==> config.mk <==
export PLATFORM = sky130hd
export DESIGN_NAME = afisare_multiplexata_n
export DESIGN_NICKNAME = d
export VERILOG_FILES = /design/src/rtl/afisare_multiplexata_n.sv
export SDC_FILE = /design/constraint.sdc
export NUM_CORES = 1
export LEC_CHECK = 0
export CAP_MARGIN = 5
export CELL_PAD_IN_SITES_DETAIL_PLACEMENT = 0
export CELL_PAD_IN_SITES_GLOBAL_PLACEMENT = 1
export CORE_UTILIZATION = 28
export CTS_CLUSTER_DIAMETER = 120
export DETAILED_ROUTE_END_ITERATION = 8
export GPL_TIMING_DRIVEN = 0
export HOLD_SLACK_MARGIN = 0.03
export PLACE_DENSITY = 0.57
export SLEW_MARGIN = 10
export SYNTH_ARGS = -nofsm -noshare
export SYNTH_HDL_FRONTEND = slang
export SYNTH_SLANG_ARGS = --single-unit
==> constraint.sdc <==
create_clock -name clock -period 3.8 [get_ports clock]
set_clock_uncertainty 0.1 [all_clocks]
set_input_delay 0.76 -clock clock [delete_from_list [all_inputs] [get_ports clock]]
set_output_delay 0.76 -clock clock [all_outputs]
set_load 0.02 [all_outputs]
==> src/rtl/afisare_multiplexata_n.sv <==
// Time-multiplexed driver for an N-digit 7-segment display.
//
// Scans one digit per slot of PRESCALE clocks. The first BLANK_CYCLES of every slot
// keep all digits off to avoid ghosting. Displayed content is captured once per
// frame, so a frame never mixes old and new content. Turn markers and dashes can
// blink with a half-period of BLINK_FRAMES frames.
//
// Ports:
//   clock          system clock, rising edge
//   reset_n        asynchronous active-low reset
//   semnal_stanga  left turn indication
//   semnal_dreapta right turn indication
//   stop           stop condition (highest priority)
//   cifra_zeci     tens BCD digit
//   cifra_unitati  units BCD digit
//   blink_en       enable blinking of markers/dashes in turn modes
//   digit_sel      one-hot digit enable, bit 0 = leftmost digit
//   seg            segments {a,b,c,d,e,f,g}
//   frame_tick     one-cycle pulse at each frame boundary
module afisare_multiplexata_n #(
  parameter int unsigned NUM_DIGITS      = 4,
  parameter int unsigned PRESCALE        = 1024,
  parameter int unsigned BLANK_CYCLES    = 16,
  parameter int unsigned BLINK_FRAMES    = 128,
  parameter bit          SEG_ACTIVE_LOW  = 1'b1,
  parameter bit          DIG_ACTIVE_HIGH = 1'b1
) (
  input  logic                  clock,
  input  logic                  reset_n,
  input  logic                  semnal_stanga,
  input  logic                  semnal_dreapta,
  input  logic                  stop,
  input  logic [3:0]            cifra_zeci,
  input  logic [3:0]            cifra_unitati,
  input  logic                  blink_en,
  output logic [NUM_DIGITS-1:0] digit_sel,
  output logic [6:0]            seg,
  output logic                  frame_tick
);

  localparam int unsigned PW = (PRESCALE > 1) ? $clog2(PRESCALE) : 1;
  localparam int unsigned SW = (NUM_DIGITS > 1) ? $clog2(NUM_DIGITS) : 1;
  localparam int unsigned BW = (BLINK_FRAMES > 1) ? $clog2(BLINK_FRAMES) : 1;

  localparam logic [PW-1:0] PrescLast = PW'(PRESCALE - 1);
  localparam logic [SW-1:0] SlotLast  = SW'(NUM_DIGITS - 1);
  localparam logic [BW-1:0] BlinkLast = BW'(BLINK_FRAMES - 1);

  localparam logic [6:0]            SegBlank = SEG_ACTIVE_LOW ? 7'h7f : 7'h00;
  localparam logic [NUM_DIGITS-1:0] DigOff   = DIG_ACTIVE_HIGH ? '0 : '1;

  localparam logic [3:0] CodeAll   = 4'd8;
  localparam logic [3:0] CodeRight = 4'd10;
  localparam logic [3:0] CodeLeft  = 4'd11;
  localparam logic [3:0] CodeDash  = 4'd12;
  localparam logic [3:0] CodeBlank = 4'd13;

  // Segments lit (active-high) for a glyph code, {a,b,c,d,e,f,g}.
  function automatic logic [6:0] glyph_lit(input logic [3:0] code);
    logic [6:0] lit;
    case (code)
      4'd0:    lit = 7'b1111110;
      4'd1:    lit = 7'b0110000;
      4'd2:    lit = 7'b1101101;
      4'd3:    lit = 7'b1111001;
      4'd4:    lit = 7'b0110011;
      4'd5:    lit = 7'b1011011;
      4'd6:    lit = 7'b1011111;
      4'd7:    lit = 7'b1110000;
      4'd8:    lit = 7'b1111111;
      4'd9:    lit = 7'b1111011;
      4'd10:   lit = 7'b1111001;
      4'd11:   lit = 7'b1001111;
      4'd12:   lit = 7'b0000001;
      default: lit = 7'b0000000;
    endcase
    return lit;
  endfunction

  logic [PW-1:0]         presc_q, presc_d;
  logic [SW-1:0]         slot_q, slot_d;
  logic [BW-1:0]         blink_cnt_q, blink_cnt_d;
  logic                  phase_on_q, phase_on_d;
  logic [3:0]            content_q [NUM_DIGITS];
  logic [3:0]            content_d [NUM_DIGITS];
  logic                  blink_flag_q, blink_flag_d;
  logic [NUM_DIGITS-1:0] dig_q, dig_d;
  logic [6:0]            seg_q, seg_d;
  logic                  frame_end;

  // Scan counters.
  always_comb begin
    presc_d   = presc_q + 1'b1;
    slot_d    = slot_q;
    frame_end = 1'b0;
    if (presc_q == PrescLast) begin
      presc_d = '0;
      if (slot_q == SlotLast) begin
        slot_d    = '0;
        frame_end = 1'b1;
      end else begin
        slot_d = slot_q + 1'b1;
      end
    end
  end

  // Blink phase advances once per frame.
  always_comb begin
    blink_cnt_d = blink_cnt_q;
    phase_on_d  = phase_on_q;
    if (frame_end) begin
      if (blink_cnt_q == BlinkLast) begin
        blink_cnt_d = '0;
        phase_on_d  = ~phase_on_q;
      end else begin
        blink_cnt_d = blink_cnt_q + 1'b1;
      end
    end
  end

  // Content snapshot, taken only on the frame boundary.
  always_comb begin
    logic [3:0] tens_code, units_code;
    tens_code    = (cifra_zeci > 4'd9) ? CodeDash : cifra_zeci;
    units_code   = (cifra_unitati > 4'd9) ? CodeDash : cifra_unitati;
    content_d    = content_q;
    blink_flag_d = blink_flag_q;
    if (frame_end) begin
      blink_flag_d = blink_en & ~stop & (semnal_stanga | semnal_dreapta);
      for (int unsigned i = 0; i < NUM_DIGITS; i++) begin
        if (stop) begin
          content_d[i] = CodeAll;
        end else if (semnal_stanga && semnal_dreapta) begin
          content_d[i] = CodeDash;
        end else if (semnal_stanga) begin
          content_d[i] = (i == 0) ? CodeLeft : CodeDash;
        end else if (semnal_dreapta) begin
          content_d[i] = (i == NUM_DIGITS - 1) ? CodeRight : CodeDash;
        end else if (i == NUM_DIGITS / 2 - 1) begin
          content_d[i] = tens_code;
        end else if (i == NUM_DIGITS / 2) begin
          content_d[i] = units_code;
        end else begin
          content_d[i] = CodeBlank;
        end
      end
    end
  end

  // Output stage: decoded from the current scan state, registered one cycle later.
  always_comb begin
    logic [3:0]            code;
    logic [6:0]            lit;
    logic [NUM_DIGITS-1:0] onehot;
    code = content_q[slot_q];
    if (blink_flag_q && !phase_on_q) begin
      code = CodeBlank;
    end
    lit    = glyph_lit(code);
    onehot = '0;
    onehot[slot_q] = 1'b1;
    if (32'(presc_q) < BLANK_CYCLES) begin
      dig_d = DigOff;
      seg_d = SegBlank;
    end else begin
      dig_d = DIG_ACTIVE_HIGH ? onehot : ~onehot;
      seg_d = SEG_ACTIVE_LOW ? ~lit : lit;
    end
  end

  always_ff @(posedge clock or negedge reset_n) begin
    if (!reset_n) begin
      presc_q      <= '0;
      slot_q       <= '0;
      blink_cnt_q  <= '0;
      phase_on_q   <= 1'b1;
      blink_flag_q <= 1'b0;
      for (int unsigned i = 0; i < NUM_DIGITS; i++) begin
        content_q[i] <= CodeBlank;
      end
      dig_q        <= DigOff;
      seg_q        <= SegBlank;
    end else begin
      presc_q      <= presc_d;
      slot_q       <= slot_d;
      blink_cnt_q  <= blink_cnt_d;
      phase_on_q   <= phase_on_d;
      blink_flag_q <= blink_flag_d;
      content_q    <= content_d;
      dig_q        <= dig_d;
      seg_q        <= seg_d;
    end
  end

  assign digit_sel  = dig_q;
  assign seg        = seg_q;
  assign frame_tick = frame_end;

endmodule

==> results of run 1 <==
[cell usage in the layout (no fill, tap or decap), drive strengths merged]
cell           instances
dfrtp                 28
clkdlybuf4s50         21
o21ai                 21
nor2                  20
dfstp                 18
nand3                 15
inv                   15
clkbuf                14
nand2                 12
ha                    12
xnor2                  8
a21oi                  7
nor3                   7
nor4                   6
buf                    6
a21o                   5
mux2                   5
and2                   4
a31oi                  4
nand4                  4
and3                   4
xor2                   3
mux4                   3
nor2b                  2
nor3b                  2
o31ai                  2
and4                   2
or2b                   1
nand2b                 1
or2                    1
o22ai                  1
o21a                   1
o2111a                 1
o2bb2ai                1
a32oi                  1
nor4b                  1
mux2i                  1
[registers in the layout (all words and copies together) (netlist names)]
signal,cells
seg,7
blink_flag_q,1
content_q,14
phase_on_q,1
slot_q,2
digit_sel,4
blink_cnt_q,7
presc_q,10
[power by group through the flow]
stage                     Clock (mW)  Combinational [mW]  Sequential [mW]
after floorplan                    0              0.0271            0.521
after global placement             0              0.0736            0.513
after detailed placement           0              0.0751            0.513
after CTS                      0.328              0.0754            0.504
final                          0.311              0.0737            0.504
after global routing           0.347              0.0831            0.505
[cell families after synthesis]
family	synth area share (%)
XOR/XNOR	4.08
AND/OR/NAND/NOR	18.1
buffers and inverters	4.72
multiplexers	5.99
flip-flops	49.7
AO/OA/AOI/OAI	11.0
adder cells (fa/ha/maj)	6.36
[stage by stage]
step	utilization [%]	cell area (um2)	instances	worst slack (ns)
global placement	33.2	2710	356	0.535
finish	34.5	2820	365	0.507
CTS	34.5	2820	365	0.467
floorplan	-	2360	229	1.65
detailed placement	33.3	2730	357	0.819
global route	34.5	2820	365	0.321
[how the worst min path moves through the flow]
stage	to	slack, ns
final	digit_sel[3]	0.24
after global routing	presc_q[0]	0.25
after CTS	presc_q[4]	0.24
after detailed placement	content_q[11]	0.36
after global placement	content_q[11]	0.35
after floorplan	blink_cnt_q[5]	0.34
[area by class of cell]
type                            instances  area [um2]
Fill cell                             853        5360
Multi-Input combinational cell        158        1070
Sequential cell                        46        1170
Inverter                               15        56.3
Timing Repair Buffer                   23         235
Clock buffer                            8        90.1
Tap cell                              105         131
Buffer                                 10        55.1
[per-layer routing]
layer,vias up,share of wire (%)
li1,862,-
met1,794,52
met2,37,42
met3,7,3.6
met4,0,1.7
met5,-,0
==> qor.csv, run 1 <==
metric,value,unit
status,finished clean,
yosys-top-cells-area,"dfrtp_1 30%, dfstp_2 20%, ha_1 6.4%",
grt_max_degree,35,
path_class,reg -> out,
r2r_end,seg[2],
cts_tree,done,
grt_first_pass_wirelength,8.36,mm
yosysWarningCount,0,
power_frac_clock,35.0,%
p_switching,0.205,mW
synth_cell_types,42,
cp_top_family,buffers and inverters,
drv_slew,0,
worst-path-stages,6,
power.share.sequential,56.7,%
cts_made_buffers,5,
yosysTopAreaCellShare,29.7,%
cts_root_buf,clkbuf_8,
ys_seq_elements,46,
area_delta_synth_final,19.4,%
post_cts_buffers,0,
dp_hpwl,3.51,mm
r2r_start,slot_q[0],
setup-violations-final,0,
power,0.889,mW
period_minus_slack,3.29,ns
wl,4.83,mm
synth_nets,255,
chipHeight,93.8,um
rr_worst_depth,6,
gr-max-usage-layer,met2,
p_int,0.683,mW
clk_latency,0.30,ns
antenna_found_initial,0,
synth_seq_area_share,49.7,%
syn_area_per_cell,10.3,um2
floorplan.rows,33,
clock_sinks,46,
rsz0062_at_grt,false,
fin_nets,285,
endpoint_kind,output port,
grtUsageMet3,2.51,%
cpPeakStageDelay,0.64,ns
combinationalPowerShare,8.3,%
max_slew_margin,59.6,%
ys_dominant_reg_cell,dfrtp_1,
leakage,1.21,nW
max-cap-violations,0,
ir_worst_vdd,0.118,mV
power.density,316,nW/um2
r2r_slack,1.43,ns
grt_pass1_vias,1681,
hold_viol,0,
synth.cell_area,2360,um2
pin_count,26,
cp_max_fo,10,
place.gp.congestion,0.751,
vias,1700,
clk_pin_slew_worst_paths,0.09,ns
synth_edf_count,0,
fp.dieW,93.8,um
fin_tns_setup,0,ns
post_cts_resized,0,
numPortBuffers,22,
ys_async_sr_fraction,100,%
worstSetupStartpoint,presc_q[0],
arrival,2.43,ns
hold_ws,0.242,ns
drt_iter0_markers,53,
synth.most_common_cell,dfrtp_1,
synth_top_cell_by_area,dfrtp_1,
syn_inst,229,
clk_path_buf_depth,2,
overflow,0,
crit_required,2.94,ns
ant_nets,0,
grt_use_met1,17.8,%
gr-usage-all-layers,12.4,%
worstMarginPinSlew,0.600,ns
num_antenna_cells,0,
finalCritPeriodShare,86.7,%
coreArea,8180,um2
die-area,8800,um2
synth_common_cells,"28 x dfrtp_1, 20 x nor2_1, 18 x dfstp_2, 15 x nand3_1",
crit_chain,ha_1 -> and4_1 -> nand4_1 -> inv_2 -> buf_2 -> clkdlybuf4s50_1,
drive_gt1_share,14.2,%
avgRoutedWirePerCell,13.2,um
cp-start-kind,flop,
grtUsageMet2,18.2,%
hold_class,in -> async,
endpoint,frame_tick,
critPathBufInv,3,
cp_slowest_cell,clkdlybuf4s50_1,
sw_frac_of_total,23.1,%
cts_hold_buf,0,
route.detailed.drc,0,
dr.pass1.iters,4,
viasPerCell,4.66,
cts-htree-levels,2,
clock.fmax,304,MHz
start_util,28.9,%
(Power assumes the default switching activity.)
==> run 2, diff against run 1 <==
CTS_BUF_LIST = sky130_fd_sc_hd__clkbuf_8   (was default)
==> qor.csv, run 2 (synthesized netlist as in run 1, its figures left out) <==
metric,value,unit,change
antenna_found_initial,0,,unchanged
grt_pass1_vias,1681,,unchanged
cp_slowest_cell,clkdlybuf4s50_1,,unchanged
cp_max_fo,10,,unchanged
viasPerCell,4.66,,unchanged
chipHeight,93.8,um,unchanged
ir_worst_vdd,0.114,mV,was 0.118 mV
fin_nets,285,,unchanged
vias,1700,,unchanged
largest-register,content_q,,unchanged
dr.pass1.iters,4,,unchanged
fill_cells,853,,unchanged
num_antenna_cells,0,,unchanged
clk_latency,0.30,ns,about the same
hold_class,in -> async,,unchanged
drt_iter0_markers,53,,unchanged
r2r_start,slot_q[0],,unchanged
wl,4.83,mm,unchanged
cpPeakStageDelay,0.64,ns,about the same
crit_required,2.94,ns,about the same
multi_input_area,1070,um2,unchanged
fin_tns_setup,0,ns,unchanged
max-cap-violations,0,,unchanged
p_switching,0.206,mW,was 0.205 mW
cts_hold_buf,0,,unchanged
coreArea,8180,um2,unchanged
crit_chain,ha_1 -> and4_1 -> nand4_1 -> inv_2 -> buf_2 -> clkdlybuf4s50_1,,unchanged
area_delta_synth_final,19.4,%,unchanged
drv_slew,0,,unchanged
clk_pin_slew_worst_paths,0.09,ns,about the same
cts_made_buffers,5,,unchanged
ant_nets,0,,unchanged
largest_reg_flops,14,,unchanged
route.detailed.drc,0,,unchanged
max_slew_margin,59.6,%,unchanged
setup-violations-final,0,,unchanged
fp.dieW,93.8,um,unchanged
gr-usage-all-layers,12.4,%,unchanged
overflow,0,,unchanged
period_minus_slack,3.29,ns,about the same
path_class,reg -> out,,unchanged
floorplan.rows,33,,unchanged
r2r_end,seg[2],,unchanged
sw_frac_of_total,23.3,%,was 23.1%
endpoint_kind,output port,,unchanged
final_cell_mix,"28 x dfrtp_1, 21 x clkdlybuf4s50_1, 20 x nor2_1, 18 x dfstp_2, 16 x inv_1",,"was 28 x dfrtp_1, 21 x clkdlybuf4s50_1, 20 x nor2_1, 18 x dfstp_2, 15 x nand3_1"
cts_root_buf,clkbuf_8,,unchanged
worstMarginPinSlew,0.600,ns,unchanged
grt_max_degree,35,,unchanged
rsz0062_at_grt,false,,unchanged
power_frac_clock,34.6,%,was 35.0%
final_common_cell,dfrtp_1,,unchanged
cts_tree,done,,unchanged
clk_path_buf_depth,2,,unchanged
status,finished clean,,unchanged
die-area,8800,um2,unchanged
cts-htree-levels,2,,unchanged
arrival,2.43,ns,about the same
numPortBuffers,22,,unchanged
clock_sinks,46,,unchanged
power.share.sequential,57.1,%,was 56.7%
critPathBufInv,3,,unchanged
reg.largest.list,"content_q x14, presc_q x10",,unchanged
power.density,314,nW/um2,was 316 nW/um2
post_cts_buffers,0,,unchanged
r2r_slack,1.43,ns,about the same
combinationalPowerShare,8.3,%,about the same
cp-start-kind,flop,,unchanged
seq_area,1170,um2,unchanged
dp_hpwl,3.51,mm,unchanged
rr_worst_depth,6,,unchanged
leakage,1.22,nW,was 1.21 nW
avgRoutedWirePerCell,13.2,um,unchanged
cp_top_family,buffers and inverters,,unchanged
hold_viol,0,,unchanged
post_cts_resized,0,,unchanged
place.gp.congestion,0.751,,unchanged
grt_first_pass_wirelength,8.36,mm,unchanged
finalCritPeriodShare,86.7,%,about the same
drive_gt1_share,14.2,%,unchanged
p_int,0.678,mW,was 0.683 mW
pin_count,26,,unchanged
clock.fmax,304,MHz,about the same
start_util,28.9,%,unchanged
power,0.884,mW,was 0.889 mW
## run 2: changes by cell type in the layout (fill, tap and decap cells not counted), sizes merged
cell,change
clkbuf,-2
inv,+2
## run 2: how the worst max path moves through the flow
stage / depth (start not counted) / slack [ns] / endpoint / startpoint
3_5_place_dp: 6 / 0.82 / frame_tick / presc_q[0]
6_report: 6 / 0.51 / frame_tick / presc_q[0]
4_1_cts: 6 / 0.47 / frame_tick / presc_q[0]
3_3_place_gp: 1 / 0.53 / slot_q[1] / reset_n
5_1_grt: 6 / 0.32 / frame_tick / presc_q[0]
2_1_floorplan: 5 / 1.65 / frame_tick / presc_q[0]
## run 2: per-layer routing
layer,up-vias,global-route usage [%],routed length [um]
met2,37,18.2,2040
met1,794,17.8,2530
met4,0,4.62,81
met3,7,2.51,174
met5,-,0,0
li1,862,-,-
## run 2: power groups by stage
stage               registers [mW]  logic, mW  clock network [mW]
finish                       0.504     0.0737               0.306
global route                 0.505     0.0831               0.342
CTS                          0.504     0.0754               0.323
detailed placement           0.513     0.0751                   0
global placement             0.513     0.0736                   0
floorplan                    0.521     0.0271                   0
## run 2: cell type report
type	count	area share, %
Buffer	10	1.95
Clock buffer	6	2.93
Clock inverter	2	0.267
Inverter	15	2.00
Multi-Input combinational cell	158	38.2
Sequential cell	46	41.7
Tap cell	105	4.66
Timing Repair Buffer	23	8.35
## run 2: stage by stage
step / util [%] / cells / setup slack, ns / hold slack, ns / area (um2)
2_1_floorplan: - / 229 / 1.65 / 0.337 / 2360
3_3_place_gp: 33.2 / 356 / 0.535 / 0.354 / 2710
3_5_place_dp: 33.3 / 357 / 0.819 / 0.356 / 2730
4_1_cts: 34.5 / 365 / 0.467 / 0.242 / 2820
5_1_grt: 34.5 / 365 / 0.321 / 0.251 / 2820
6_report: 34.5 / 365 / 0.506 / 0.242 / 2820
